==> config.mk <==
export PLATFORM = sky130hd
export DESIGN_NAME = tug_match_controller
export DESIGN_NICKNAME = d
export VERILOG_FILES = /design/src/rtl/tug_pkg.sv /design/src/rtl/hold_timer.sv /design/src/rtl/tug_match_controller.sv
export SDC_FILE = /design/constraint.sdc
export NUM_CORES = 1
export LEC_CHECK = 0
export ABC_AREA = 1
export BUFFER_PORTS_ARGS = -buffer_cell sky130_fd_sc_hd__clkbuf_2
export CAP_MARGIN = 20
export CORE_MARGIN = 4
export CORE_UTILIZATION = 42
export DETAILED_ROUTE_END_ITERATION = 10
export GPL_TIMING_DRIVEN = 0
export PLACE_DENSITY = 0.59
export SLEW_MARGIN = 10
export SYNTH_ARGS = -nofsm -noshare
export SYNTH_HDL_FRONTEND = slang
export SYNTH_HIERARCHICAL = 1
export SYNTH_SLANG_ARGS = --single-unit
==> constraint.sdc <==
create_clock -name clk -period 3 [get_ports clk]
set_input_delay 0.3 -clock clk [delete_from_list [all_inputs] [get_ports clk]]
set_output_delay 0.3 -clock clk [all_outputs]
set_load 0.03 [all_outputs]
==> src/rtl/tug_pkg.sv <==
// Shared types for the tug-of-war match controller: player identifiers and controller states.
package tug_pkg;

    typedef enum logic [1:0] {NONE, LEFT, RIGHT} player_t;

    typedef enum logic [2:0] {IDLE, PLAY, HOLD, CLEAR, DONE} ctrl_state_t;

    localparam int SCORE_W = 3;

endpackage

==> src/rtl/hold_timer.sv <==
// Loadable down-counter that times how long a round result stays on display.
module hold_timer #(
    parameter int HOLD_CYCLES = 4,
    parameter int W           = $clog2(HOLD_CYCLES + 1)
) (
    input  logic clk,
    input  logic reset,
    input  logic load,
    input  logic en,
    output logic done
);

    localparam logic [W-1:0] LOAD_VAL = W'(HOLD_CYCLES - 1);

    logic [W-1:0] count;

    // Load wins over counting so a fresh hold always starts from the full value.
    always_ff @(posedge clk or posedge reset) begin
        if (reset) begin
            count <= '0;
        end else if (load) begin
            count <= LOAD_VAL;
        end else if (en && count != '0) begin
            count <= count - W'(1);
        end
    end

    assign done = (count == '0);

endmodule

==> src/rtl/tug_match_controller.sv <==
// Best-of-N tug-of-war match sequencer: detects round wins, keeps scores, holds and clears the field.
module tug_match_controller
    import tug_pkg::*;
#(
    parameter int WIN_ROUNDS  = 3,
    parameter int HOLD_CYCLES = 50_000_000
) (
    input  logic               clk,
    input  logic               reset,
    input  logic               start,
    input  logic               L,
    input  logic               R,
    input  logic               left_edge,
    input  logic               right_edge,
    output logic               pull_en,
    output logic               field_reset,
    output player_t            round_winner,
    output logic [SCORE_W-1:0] l_score,
    output logic [SCORE_W-1:0] r_score,
    output player_t            match_winner,
    output ctrl_state_t        state
);

    localparam logic [SCORE_W-1:0] WIN_VAL = SCORE_W'(WIN_ROUNDS);

    logic edges_ok;
    logic left_win;
    logic right_win;
    logic match_end;
    logic timer_load;
    logic timer_done;

    // Both edge lights lit is an impossible field; refuse to award anything from it.
    assign edges_ok   = ~(left_edge & right_edge);
    assign left_win   = (state == PLAY) & edges_ok & left_edge & L & ~R;
    assign right_win  = (state == PLAY) & edges_ok & right_edge & R & ~L;
    assign match_end  = (left_win  & (l_score + SCORE_W'(1) == WIN_VAL)) |
                        (right_win & (r_score + SCORE_W'(1) == WIN_VAL));
    assign timer_load = (left_win | right_win) & ~match_end;

    hold_timer #(
        .HOLD_CYCLES(HOLD_CYCLES)
    ) u_hold_timer (
        .clk  (clk),
        .reset(reset),
        .load (timer_load),
        .en   (state == HOLD),
        .done (timer_done)
    );

    always_ff @(posedge clk or posedge reset) begin
        if (reset) begin
            state        <= IDLE;
            field_reset  <= 1'b1;
            pull_en      <= 1'b0;
            round_winner <= NONE;
            l_score      <= '0;
            r_score      <= '0;
            match_winner <= NONE;
        end else begin
            case (state)
                IDLE: begin
                    if (start) begin
                        state       <= PLAY;
                        field_reset <= 1'b0;
                        pull_en     <= 1'b1;
                    end
                end
                PLAY: begin
                    if (left_win || right_win) begin
                        pull_en      <= 1'b0;
                        round_winner <= left_win ? LEFT : RIGHT;
                        if (left_win && l_score < WIN_VAL) l_score <= l_score + SCORE_W'(1);
                        if (right_win && r_score < WIN_VAL) r_score <= r_score + SCORE_W'(1);
                        if (match_end) begin
                            state        <= DONE;
                            match_winner <= left_win ? LEFT : RIGHT;
                        end else begin
                            state <= HOLD;
                        end
                    end
                end
                HOLD: begin
                    if (timer_done) begin
                        state        <= CLEAR;
                        field_reset  <= 1'b1;
                        round_winner <= NONE;
                    end
                end
                CLEAR: begin
                    state       <= PLAY;
                    field_reset <= 1'b0;
                    pull_en     <= 1'b1;
                end
                DONE: begin
                    if (start) begin
                        state        <= CLEAR;
                        l_score      <= '0;
                        r_score      <= '0;
                        match_winner <= NONE;
                        field_reset  <= 1'b1;
                        round_winner <= NONE;
                    end
                end
                default: begin
                    state <= IDLE;
                end
            endcase
        end
    end

endmodule

-- Word level (Yosys, flattened, before mapping)
Cells that the tools add are included.
- word-level logic and storage cells: 91
- input port bits: 7
- register bits after elaboration: 41
- reductions and logical operators: 19
- mux-type cells: 29
- magnitude comparators: 2
- equal/unequal tests: 13
- add/subtract/negate cells: 3
- bitwise logic cells: 17
- operators by type and width (cell ; number):
    26-bit 2-to-1 mux ; 2
    3-bit 2-to-1 mux ; 10
    26-bit logical NOT ; 1
    26-bit nonzero test ; 1
    26-bit by 1-bit subtractor with 26-bit output, second input constant ; 1
    4-bit AND reduction ; 6
    3-bit one-hot mux with 5 select lines ; 1
    3-bit by 2-bit equality test with 1-bit output, second input constant ; 4
    2-bit 2-to-1 mux ; 6
    3-bit one-hot mux with 2 select lines ; 2
    1-bit AND ; 11
    2-bit != test, second input constant ; 4
    3-bit by 1-bit adder with 3-bit output, second input constant ; 2
    3-bit by 2-bit < comparator with 1-bit output, second input constant ; 2
    2-bit by 1-bit != test with 1-bit output, second input constant ; 3
    2-bit one-hot mux with 3 select lines ; 1
    3-bit nonzero test ; 2
    1-bit 2-to-1 mux ; 4
    1-bit inverter ; 4
    1-bit one-hot mux with 4 select lines ; 1
    2-bit one-hot mux with 2 select lines ; 1
    2-bit nonzero test ; 2
    4-bit nonzero test ; 1
    3-bit by 1-bit equality test with 1-bit output, second input constant ; 1
    other kinds (7) ; 10

-- Depth between registers and ports, before layout
Gate-level depths: netlist (run 1).
- word-level depth: 11
- depth in mapped cells: 13
- mapped depth without buffers: 12

-- By module
Netlist (run 1), hierarchy kept.
- by module, submodules not included (module ; seq. area each (um^2) ; cells an instance ; instances ; area each (um^2)):
    hold_timer ; 650.6 ; 282 ; 1 ; 1815.5
    tug_match_controller ; 376.6 ; 130 ; 1 ; 953.4

-- Least setup slack after synthesis (run 1)
No wires, ideal clock.
- kind: reg-to-reg
- start point: register r_score[0]
- end point: register u_hold_timer.count[10]
- path slack: 917 ps
- cell stages (with the launch flop): 13
- data arrival time: 1964 ps
- period minus slack after synthesis: 2083 ps
- buffers on the path: 1
- cells stage by stage: dfrtp_1 ha_1 inv_1 nand2_1 nand2_1 nor2_1 nand3_1 nand2_1 nor2_1 clkinv_1 clkbuf_1 nand4_1 nand2_1
- word-level cells in the longest chain between the ends: 7
- RTL lines (what ; line ; RTL):
    start: declaration ; tug_match_controller.sv:19 ; output logic [SCORE_W-1:0] r_score,
    start signal: assignment ; tug_match_controller.sv:74 ; if (right_win && r_score < WIN_VAL) r_score <= r_score + SCORE_W'(1);
    3-bit by 1-bit adder with 3-bit output * ; tug_match_controller.sv:38 ; (right_win & (r_score + SCORE_W'(1) == WIN_VAL));
    3-bit by 2-bit equality test with 1-bit output * ; tug_match_controller.sv:38 ;
    1-bit AND * ; tug_match_controller.sv:38 ;
    1-bit OR * ; tug_match_controller.sv:37 ; assign match_end = (left_win & (l_score + SCORE_W'(1) == WIN_VAL)) |
    1-bit inverter * ; tug_match_controller.sv:39 ; assign timer_load = (left_win | right_win) & ~match_end;
    1-bit AND * ; tug_match_controller.sv:39 ;
    net timer_load ; tug_match_controller.sv:30 ; logic timer_load;
    26-bit 2-to-1 mux or 2-bit nonzero test (tied branches) ; n/a ;
    end signal: assignment ; hold_timer.sv:24 ; count <= count - W'(1);
    end: declaration ; hold_timer.sv:15 ; logic [W-1:0] count;
The timed path passes the listed nets; every way through them passes the cells marked *.
A chain may end at the register's enable or synchronous reset.

-- Final worst setup path (run 1)
- start point: register l_score[0]
- end point: register u_hold_timer.count[24]
- word-level cells in the longest chain between the ends: 7
- RTL lines (what ; line ; RTL):
    start: declaration ; tug_match_controller.sv:18 ; output logic [SCORE_W-1:0] l_score,
    start signal: assignment ; tug_match_controller.sv:73 ; if (left_win && l_score < WIN_VAL) l_score <= l_score + SCORE_W'(1);
    3-bit by 1-bit adder with 3-bit output * ; tug_match_controller.sv:37 ;
    3-bit by 2-bit equality test with 1-bit output * ; tug_match_controller.sv:37 ;
    1-bit AND * ; tug_match_controller.sv:37 ;
    1-bit OR * ; tug_match_controller.sv:37 ;
    1-bit inverter * ; tug_match_controller.sv:39 ;
    1-bit AND * ; tug_match_controller.sv:39 ;
    net timer_load ; tug_match_controller.sv:30 ;
    26-bit 2-to-1 mux or 2-bit nonzero test (tied branches) ; n/a ;
Marked as above.

==> results of run 1 <==
-- sequential cells by signal, indices dropped and copies added, names as in the netlist --
signal and cells:
round_winner 2, r_score 3, match_winner 2, u_hold_timer/count 26, state 3, l_score 3, pull_en 1, field_reset 1
-- path summary, 6_finish.rpt --
check | from | end | slack, ps | cells after the start
max | l_score[0] | u_hold_timer/count[24] | 620 | 12
min | reset | u_hold_timer/count[24] | 20 | 2
max reg2reg | l_score[0] | u_hold_timer/count[24] | 620 | 12
min reg2reg | round_winner[0] | round_winner[0] | 480 | 2
max in group asynchronous | reset | u_hold_timer/count[11] | 2510 | 3
min in group clk | R | round_winner[0] | 370 | 4
-- layer usage --
layer | part of all wire | vias to the layer above | global-route usage
met4 | 0.0084 | 0 | 0.0514
li1 | - | 1356 | -
met3 | 0.040 | 4 | 0.0295
met1 | 0.51 | 1194 | 0.264
met2 | 0.45 | 46 | 0.286
met5 | 0 | - | 0
-- logic make-up (layout without fill, tap and decap cells) --
kind of cell	Yosys count	in the layout	synth area share
compound gates	16	16	0.0438
buf+inv	45	75	0.0696
fa+ha+maj	5	5	0.0226
flops	41	41	0.371
simple gates	302	302	0.484
xor+xnor	3	3	0.00949
-- where the power goes --
part / internal (mW) / switching [mW]
Clock: 0.272 / 0.196
Combinational: 0.00861 / 0.0203
Sequential: 0.553 / 0.000480
Total: 0.833 / 0.217
-- cell usage after synthesis --
cell type and instances:
buf_6 3, dfstp_2 1, nor2_8 1, o21ai_0 5, dfrtp_1 40, nand4_1 14, o21ai_4 1, inv_1 36
xor2_1 3, a21oi_1 3, ha_1 5, a21o_1 3, nand2_1 160, clkbuf_1 2, nand2_2 8, nor2_1 56
nor2_4 3, inv_2 2, a21oi_4 1, nor2_2 3, or2_2 6, o21ai_2 3, nand3b_1 5, clkinv_1 1
buf_2 1, nand3_1 45, nand3_4 1
-- stage by stage --
step / instances / utilization / instance area (sq um)
2_1_floorplan: 412 / - / 2770
3_3_place_gp: 510 / 0.465 / 2970
3_5_place_dp: 511 / 0.469 / 3000
4_1_cts: 519 / 0.488 / 3110
5_1_grt: 519 / 0.488 / 3110
6_report: 519 / 0.488 / 3110
-- critical path, cell delays in order (launching register included) --
cell and delay, ps:
dfrtp_1 440, ha_1 230, inv_1 60, nand2_1 60, nand2_1 70, nor2_1 40
nand3_1 140, nand2_1 70, nor2_1 210, clkinv_1 350, clkbuf_1 350, nand4_1 190
nand2_1 70
-- final cells by class --
type	instances	area (sq um)	share of cell area
Buffer	6	46.3	0.0149
Sequential cell	41	1030	0.330
Clock inverter	1	30.0	0.00964
Timing Repair Buffer	22	133	0.0426
Inverter	39	146	0.0470
Tap cell	77	96.3	0.0309
Multi-Input combinational cell	326	1550	0.497
Clock buffer	7	86.3	0.0277
==> impl_metrics.csv, run 1 <==
group,metric,value,unit
status,status,"finished clean",
synthesis,yosys.cell_types.count,27,
drt,drtIter0Drc,136,
sta,tns,0,ps
floorplan,initial_core_util,0.434,
global_routing,grt-ovfl-total,0,
setup_path,crit_arrival,2560,ps
sta,tightest_slew,581,ps
placement,hpwl,5130,um
finish,nets,453,
sta,fmax,420,MHz
placement,io_buffers,21,
sta,hold_viol_final,0,
clocking,postCtsSetupRepairBufs,0,
floorplan,dieHeight,89.2,um
sta,finClkSkew,9.56,ps
power,power.leakage,1.68,nW
global_routing,track_usage,0.184,
clocking,htreeDepth,2,
setup_path,crit_path_start_kind,"flop",
synthesis,avgSynthCellArea,6.72,sq um
finish,area_delta_synth_final,12.5,%
synthesis,postSynthNetCount,424,
clocking,clk_path_buf_depth,2,
setup_path,cp-end-kind,"flop",
clocking,cts-hold-fix-buffers,0,
clocking,cts_tree,"done",
drt,ant_nets,0,
synthesis,netlist_instances,412,
drt,drc_errors,0,
placement,routabilityCongestion,0.851,
sta,rsz0062_at_grt,"no",
global_routing,antenna_found_initial,0,
finish,layout_common_cells,"nand2_1, nor2_1, nand3_1",
clocking,clock-sinks,41,
floorplan,die_area,7960,sq um
floorplan,io_pins,22,
power,power,1.05,mW
synthesis,synth-seq-cells,41,
worst_hold_path,hold_path.class,"in2async",
synthesis,synth_area,2770,sq um
synthesis,ys_seq_area_frac,0.371,
synthesis,synth_top_area_frac,0.362,
synthesis,synth_top_cell_by_area,"dfrtp_1",
finish,layout-drive-gt1-share,0.143,
clocking,cts_root_buf,"clkbuf_8",
sta,relSlewSlack,0.612,
drt,first_pass_iters,5,
clocking,path_clk_slew,80,ps
clocking,clock_latency,290,ps
sta,setup_slack,618,ps
sta,period_needed,2380,ps
placement,dpl_worst_slack,604,ps
clocking,cts_resized,0,
floorplan,core_region_area,6390,sq um
synthesis,synth_warnings,6,
finish,fillCellCount,643,
floorplan,die_w,89.2,um
global_routing,grt_pass1_vias,2400,
sta,drv_slew,0,
floorplan,num_rows,29,
finish,final_common_cell,"nand2_1",
drt,via_count,2600,
setup_path,cp_max_fo,10,
finish,antenna_cells,0,
sta,min_period_over_period,0.794,
drt,routedWlPerCell,12.8,um
drt,via_per_inst,5.01,
power,p_per_area,337,nW/um^2
drt,drt_wl_total,6640,um
clocking,cts-buffers-inserted,5,
setup_path,worstPathRequired,3180,ps
setup_path,path_class,"reg2reg",
run,max-cap-violations,0,
power,peakVddDrop,0.000196,V
synthesis,ys_top_cells_by_area,"dfrtp_1, nand2_1, nand3_1",
global_routing,grt_pass1_wl,11300,um
sta,whs,23.8,ps
global_routing,grt_start_max_net_pins,18,
sta,setup_violations,0,
(Power assumes the default switching activity.)
==> inputs of run 2 (changes only) <==
--- a/config.mk
+++ b/config.mk
@@ -12,7 +12,7 @@
 export CORE_UTILIZATION = 42
 export DETAILED_ROUTE_END_ITERATION = 10
 export GPL_TIMING_DRIVEN = 0
-export PLACE_DENSITY = 0.59
+export PLACE_DENSITY = 0.62
 export SLEW_MARGIN = 10
 export SYNTH_ARGS = -nofsm -noshare
 export SYNTH_HDL_FRONTEND = slang
==> constraint.sdc (replaced) <==
create_clock -name clk -period 2.16 [get_ports clk]
set_input_delay 0.216 -clock clk [delete_from_list [all_inputs] [get_ports clk]]
set_output_delay 0.216 -clock clk [all_outputs]
set_load 0.03 [all_outputs]
==> run 2 against run 1 <==
- critical path depth decreased by 2
- global-route usage increased by 0.44 points
- final cell count increased by 0.58%
- clock skew decreased by 1.4 ps
- combinational power increased by 43%
- via count increased by 1.5%
- wire length decreased by 0.18%
- clock power increased by 40%
- sequential power increased by 39%
==> impl_metrics.csv, run 2 (same netlist as run 1, synthesis figures left out) <==
group,metric,value,unit
floorplan,core_region_area,6390,sq um
worst_hold_path,hold_path.class,"in2reg",
power,clock_power_share,0.447,
run,max-cap-violations,0,
global_routing,antenna_found_initial,0,
setup_path,path_class,"reg2reg",
setup_path,cp-end-kind,"flop",
floorplan,io_pins,22,
sta,min_period_over_period,0.895,
sta,relSlewSlack,0.600,
power,p_sw_frac,0.210,
setup_path,crit_arrival,2130,ps
drt,routedWlPerCell,12.7,um
clocking,cts_tree,"done",
finish,layout_common_cells,"nand2_1, nor2_1, nand3_1",
floorplan,num_rows,29,
clocking,clock-sinks,41,
finish,largest_reg_flops,26,
drt,ant_nets,0,
finish,postLayoutCoreUtil,0.495,
global_routing,grt-ovfl-total,0,
sta,finClkSkew,8.12,ps
clocking,path_clk_slew,80,ps
drt,via_per_inst,5.06,
power,p_per_area,463,nW/um^2
placement,hpwl,5030,um
power,power.leakage,1.69,nW
clocking,clk_path_buf_depth,2,
global_routing,grt_start_max_net_pins,27,
finish,layout-drive-gt1-share,0.164,
finish,seq_area,1030,sq um
finish,area_delta_synth_final,14.2,%
placement,routabilityCongestion,0.860,
sta,drv_slew,0,
finish,fillCellCount,663,
drt,via_count,2639,
floorplan,initial_core_util,0.434,
power,internal-power,1.16,mW
sta,rsz0062_at_grt,"no",
setup_path,worstPathRequired,2350,ps
sta,whs,269,ps
floorplan,die_w,89.2,um
drt,drc_errors,0,
drt,drt_wl_total,6620,um
global_routing,grt_pass1_vias,2414,
floorplan,die_area,7960,sq um
power,power,1.47,mW
setup_path,startpoint,"u_hold_timer/count[0]",
setup_path,r2r-start,"u_hold_timer/count[0]",
status,status,"finished clean",
drt,drtIter0Drc,184,
drt,first_pass_iters,4,
setup_path,crit_path_start_kind,"flop",
sta,tightest_slew,600,ps
finish,antenna_cells,0,
clocking,cts-buffers-inserted,5,
clocking,htreeDepth,2,
sta,period_needed,1930,ps
sta,hold_viol_final,0,
power,p_seq_frac,0.525,
clocking,clock_latency,300,ps
clocking,cts_root_buf,"clkbuf_8",
power,pwr-share-comb,0.028,
worst_hold_path,min_from,"R",
finish,top_register,"u_hold_timer/count",
floorplan,dieHeight,89.2,um
global_routing,grt_pass1_wl,11700,um
finish,multi_input_area,1560,sq um
power,power.switching,308,uW
sta,setup_violations,0,
sta,fmax,517,MHz
setup_path,cp_max_fo,10,
finish,nets,456,
power,peakVddDrop,0.000227,V
finish,final_common_cell,"nand2_1",
placement,io_buffers,21,
global_routing,track_usage,0.188,
run 2: cell type report:
| type | count | area share |
|---|---|---|
| Clock inverter | 2 | 0.0119 |
| Timing Repair Buffer | 25 | 0.0499 |
| Inverter | 39 | 0.0471 |
| Tap cell | 77 | 0.0305 |
| Sequential cell | 41 | 0.325 |
| Multi-Input combinational cell | 326 | 0.493 |
| Buffer | 6 | 0.0162 |
| Clock buffer | 6 | 0.0261 |
run 2: per-stage QoR:
| stage | setup TNS (ps) | setup slack, ps | cell area, sq um | std cells |
|---|---|---|---|---|
| 3_3_place_gp | -3640 | -207 | 2970 | 510 |
| 4_1_cts | 0 | 48.6 | 3120 | 521 |
| 3_5_place_dp | -4810 | -245 | 2970 | 510 |
| 2_1_floorplan | 0 | 77.5 | 2770 | 412 |
| 5_1_grt | 0 | 36.1 | 3160 | 522 |
| 6_report | 0 | 226 | 3160 | 522 |
run 2: path summary, 6_finish.rpt:
kind	cells past startpoint	to	slack [ps]
max	10	u_hold_timer/count[25]	230
min	4	round_winner[0]	270
max reg2reg	10	u_hold_timer/count[25]	230
min reg2reg	2	round_winner[0]	480
max in group asynchronous	3	r_score[0]	1220
min in group asynchronous	3	u_hold_timer/count[16]	470
run 2: what timing repair did:
item | in CTS | in global routing
hold buffers | 1 | 0
buffers inserted | 2 | 0
hold endpoints to repair | 9 | 0
gates resized for setup | 3 | 9
endpoints found under the setup margin | 26 | 30
run 2: layer usage:
layer,vias to the layer above,part of all wire,global-route usage
met4,0,0.0047,0.0433
met2,38,0.46,0.289
met1,1228,0.50,0.277
met5,-,0,0
met3,2,0.038,0.0323
li1,1371,-,-
run 2: critical path: stages (launching register included):
cell and delay, ps:
dfrtp_1 390, inv_2 130, ha_2 270, nand2_2 120, nor2_1 150, nand2_2 100
o21ai_2 260, nand2_4 130, buf_6 170, nand2_1 70, nand2_1 50
run 2: power groups by stage:
stage                     Clock [mW]  Combinational (mW)  Sequential, mW
after detailed placement           0              0.0356           0.784
after CTS                      0.681              0.0369           0.769
after global placement             0              0.0344           0.784
final                          0.655              0.0413           0.769
after global routing           0.710              0.0472           0.769
after floorplan                    0              0.0180           0.787
==> inputs of run 3 (changes only) <==
--- a/config.mk
+++ b/config.mk
@@ -8,6 +8,7 @@
 export ABC_AREA = 1
 export BUFFER_PORTS_ARGS = -buffer_cell sky130_fd_sc_hd__clkbuf_2
 export CAP_MARGIN = 20
+export CORE_ASPECT_RATIO = 0.8
 export CORE_MARGIN = 4
 export CORE_UTILIZATION = 42
 export DETAILED_ROUTE_END_ITERATION = 10
==> run 3 against run 2 <==
- maximum frequency is 4.6% lower
- sequential power hardly changed
- via count is 1.8% higher
- clock skew is 0.77 ps lower
- power is 8.1% lower
- non-clock buffer count is 1 lower
- first-iteration DRC count is 6.0% higher
- combinational power is 7.0% lower
- count of clock-buffer cells in the layout is 2 higher
- worst setup slack worse by 94 ps
- clock power is 18% lower
- largest cell class unchanged
- largest power group unchanged
==> impl_metrics.csv, run 3 (same netlist as run 1, synthesis figures left out) <==
group,metric,value,unit
global_routing,grt_pass1_vias,2446,
global_routing,grt_start_max_net_pins,27,
floorplan,die_w,98.8,um
setup_path,path_class,"reg2reg",
setup_path,reg2reg_setup_slack,130,ps
placement,routabilityCongestion,0.944,
drt,via_per_inst,5.09,
finish,fin_area,3130,sq um
sta,drv_slew,0,
floorplan,io_pins,22,
placement,hpwl,5140,um
power,p_per_area,430,nW/um^2
setup_path,reg2reg_depth,10,
finish,final_common_cell,"nand2_1",
run,max-cap-violations,0,
placement,post_dp_cell_area,2980,sq um
floorplan,dieHeight,80.6,um
sta,setup_violations,0,
finish,largest_reg_flops,26,
global_routing,track_usage,0.185,
clocking,cts-buffers-inserted,5,
drt,via_count,2686,
clocking,path_clk_slew,80,ps
worst_hold_path,worstHoldPathCells,4,
floorplan,num_rows,26,
finish,layout-drive-gt1-share,0.162,
finish,top_register,"u_hold_timer/count",
drt,drt_wl_total,6840,um
setup_path,cp-end-kind,"flop",
global_routing,grt-ovfl-total,0,
power,peakVddDrop,0.000204,V
sta,whs,273,ps
power,power,1.35,mW
sta,fmax,493,MHz
finish,layout_common_cells,"nand2_1, nor2_1, nand3_1",
setup_path,r2r-start,"u_hold_timer/count[0]",
setup_path,crit_arrival,2230,ps
clocking,clock_latency,300,ps
drt,drc_errors,0,
sta,hold_viol_final,0,
clocking,cts_root_buf,"clkbuf_8",
drt,drtIter0Drc,195,
clocking,htreeDepth,2,
finish,nets,455,
floorplan,core_region_area,6410,sq um
placement,dpl_worst_slack,-307,ps
clocking,cts_tree,"done",
sta,relSlewSlack,0.585,
sta,rsz0062_at_grt,"no",
placement,io_buffers,21,
worst_hold_path,hold_path.class,"in2reg",
clocking,clock-sinks,41,
status,status,"finished clean",
finish,area_delta_synth_final,13.0,%
setup_path,worstPathRequired,2360,ps
setup_path,crit_path_start_kind,"flop",
finish,fillCellCount,666,
sta,setup_slack,132,ps
drt,routedWlPerCell,12.9,um
sta,tns,0,ps
sta,min_period_over_period,0.939,
setup_path,worst_r2r_endpoint,"u_hold_timer/count[13]",
sta,tightest_slew,621,ps
setup_path,cp_max_fo,10,
global_routing,antenna_found_initial,0,
drt,first_pass_iters,5,
global_routing,grt_pass1_wl,11700,um
drt,ant_nets,0,
sta,finClkSkew,7.34,ps
finish,antenna_cells,0,
worst_hold_path,min_from,"R",
sta,period_needed,2030,ps
floorplan,initial_core_util,0.432,
clocking,clk_path_buf_depth,2,
power,power.leakage,1.67,nW
worst_hold_path,min_to,"round_winner[0]",
floorplan,die_area,7960,sq um
==> run 3: cell count changes in the layout (fill, tap and decap cells not counted), sizes merged <==
cell      change
bufinv        -1
clkinvlp      -1
clkbuf        +3
buf           -2
==> run 3: cell type report <==
cell class	count	area [sq um]	area share
multi-input cells	326	1570	0.501
flip-flops and latches	41	1030	0.329
inverters	39	149	0.0476
repair buffers	24	138	0.0440
well taps	84	105	0.0336
clock buffers	8	90.1	0.0288
plain buffers	6	51.3	0.0164
==> run 3: timing repair <==
action                                  in CTS  in global routing
hold endpoints to repair                     5                  0
setup buffers                                0                  1
endpoints found under the setup margin      26                 28
hold buffers                                 1                  0
resized for setup                            6                  6
==> run 3: metal layers <==
metal	vias up	part of all wire	track usage
li1	1370	-	-
met1	1245	0.54	0.278
met2	64	0.40	0.263
met3	7	0.050	0.0365
met4	0	0.012	0.0587
met5	-	0	0
==> run 3: through the flow <==
step / utilization / std cells
2_1_floorplan: - / 412
3_3_place_gp: 0.465 / 517
3_5_place_dp: 0.465 / 517
4_1_cts: 0.482 / 526
5_1_grt: 0.488 / 528
6_report: 0.488 / 528
==> run 3: worst max-delay path: stages, from the launching register on <==
cell and delay (ps):
dfrtp_1 400, inv_2 140, ha_2 270, nand2_2 120
nor2_1 190, nand2_2 120, o21ai_4 220, nand2_2 150
buf_6 180, nand2_1 70, nand2_1 50
==> run 3: worst max-delay path by stage <==
stage                        endpoint  cells after the start  slack, ps                   from
6_report       u_hold_timer/count[13]                     10        130  u_hold_timer/count[0]
5_1_grt        u_hold_timer/count[19]                     13       0.09             l_score[1]
4_1_cts        u_hold_timer/count[13]                     10          8  u_hold_timer/count[0]
3_5_place_dp   u_hold_timer/count[19]                     13       -310             l_score[0]
3_3_place_gp   u_hold_timer/count[19]                     13       -300             l_score[0]
2_1_floorplan  u_hold_timer/count[10]                     12         80             r_score[0]
==> run 3: power by group <==
part	total, mW	internal [mW]	switching, mW
clock	0.540	0.261	0.279
combinational	0.0384	0.0106	0.0278
sequential	0.769	0.768	0.000659
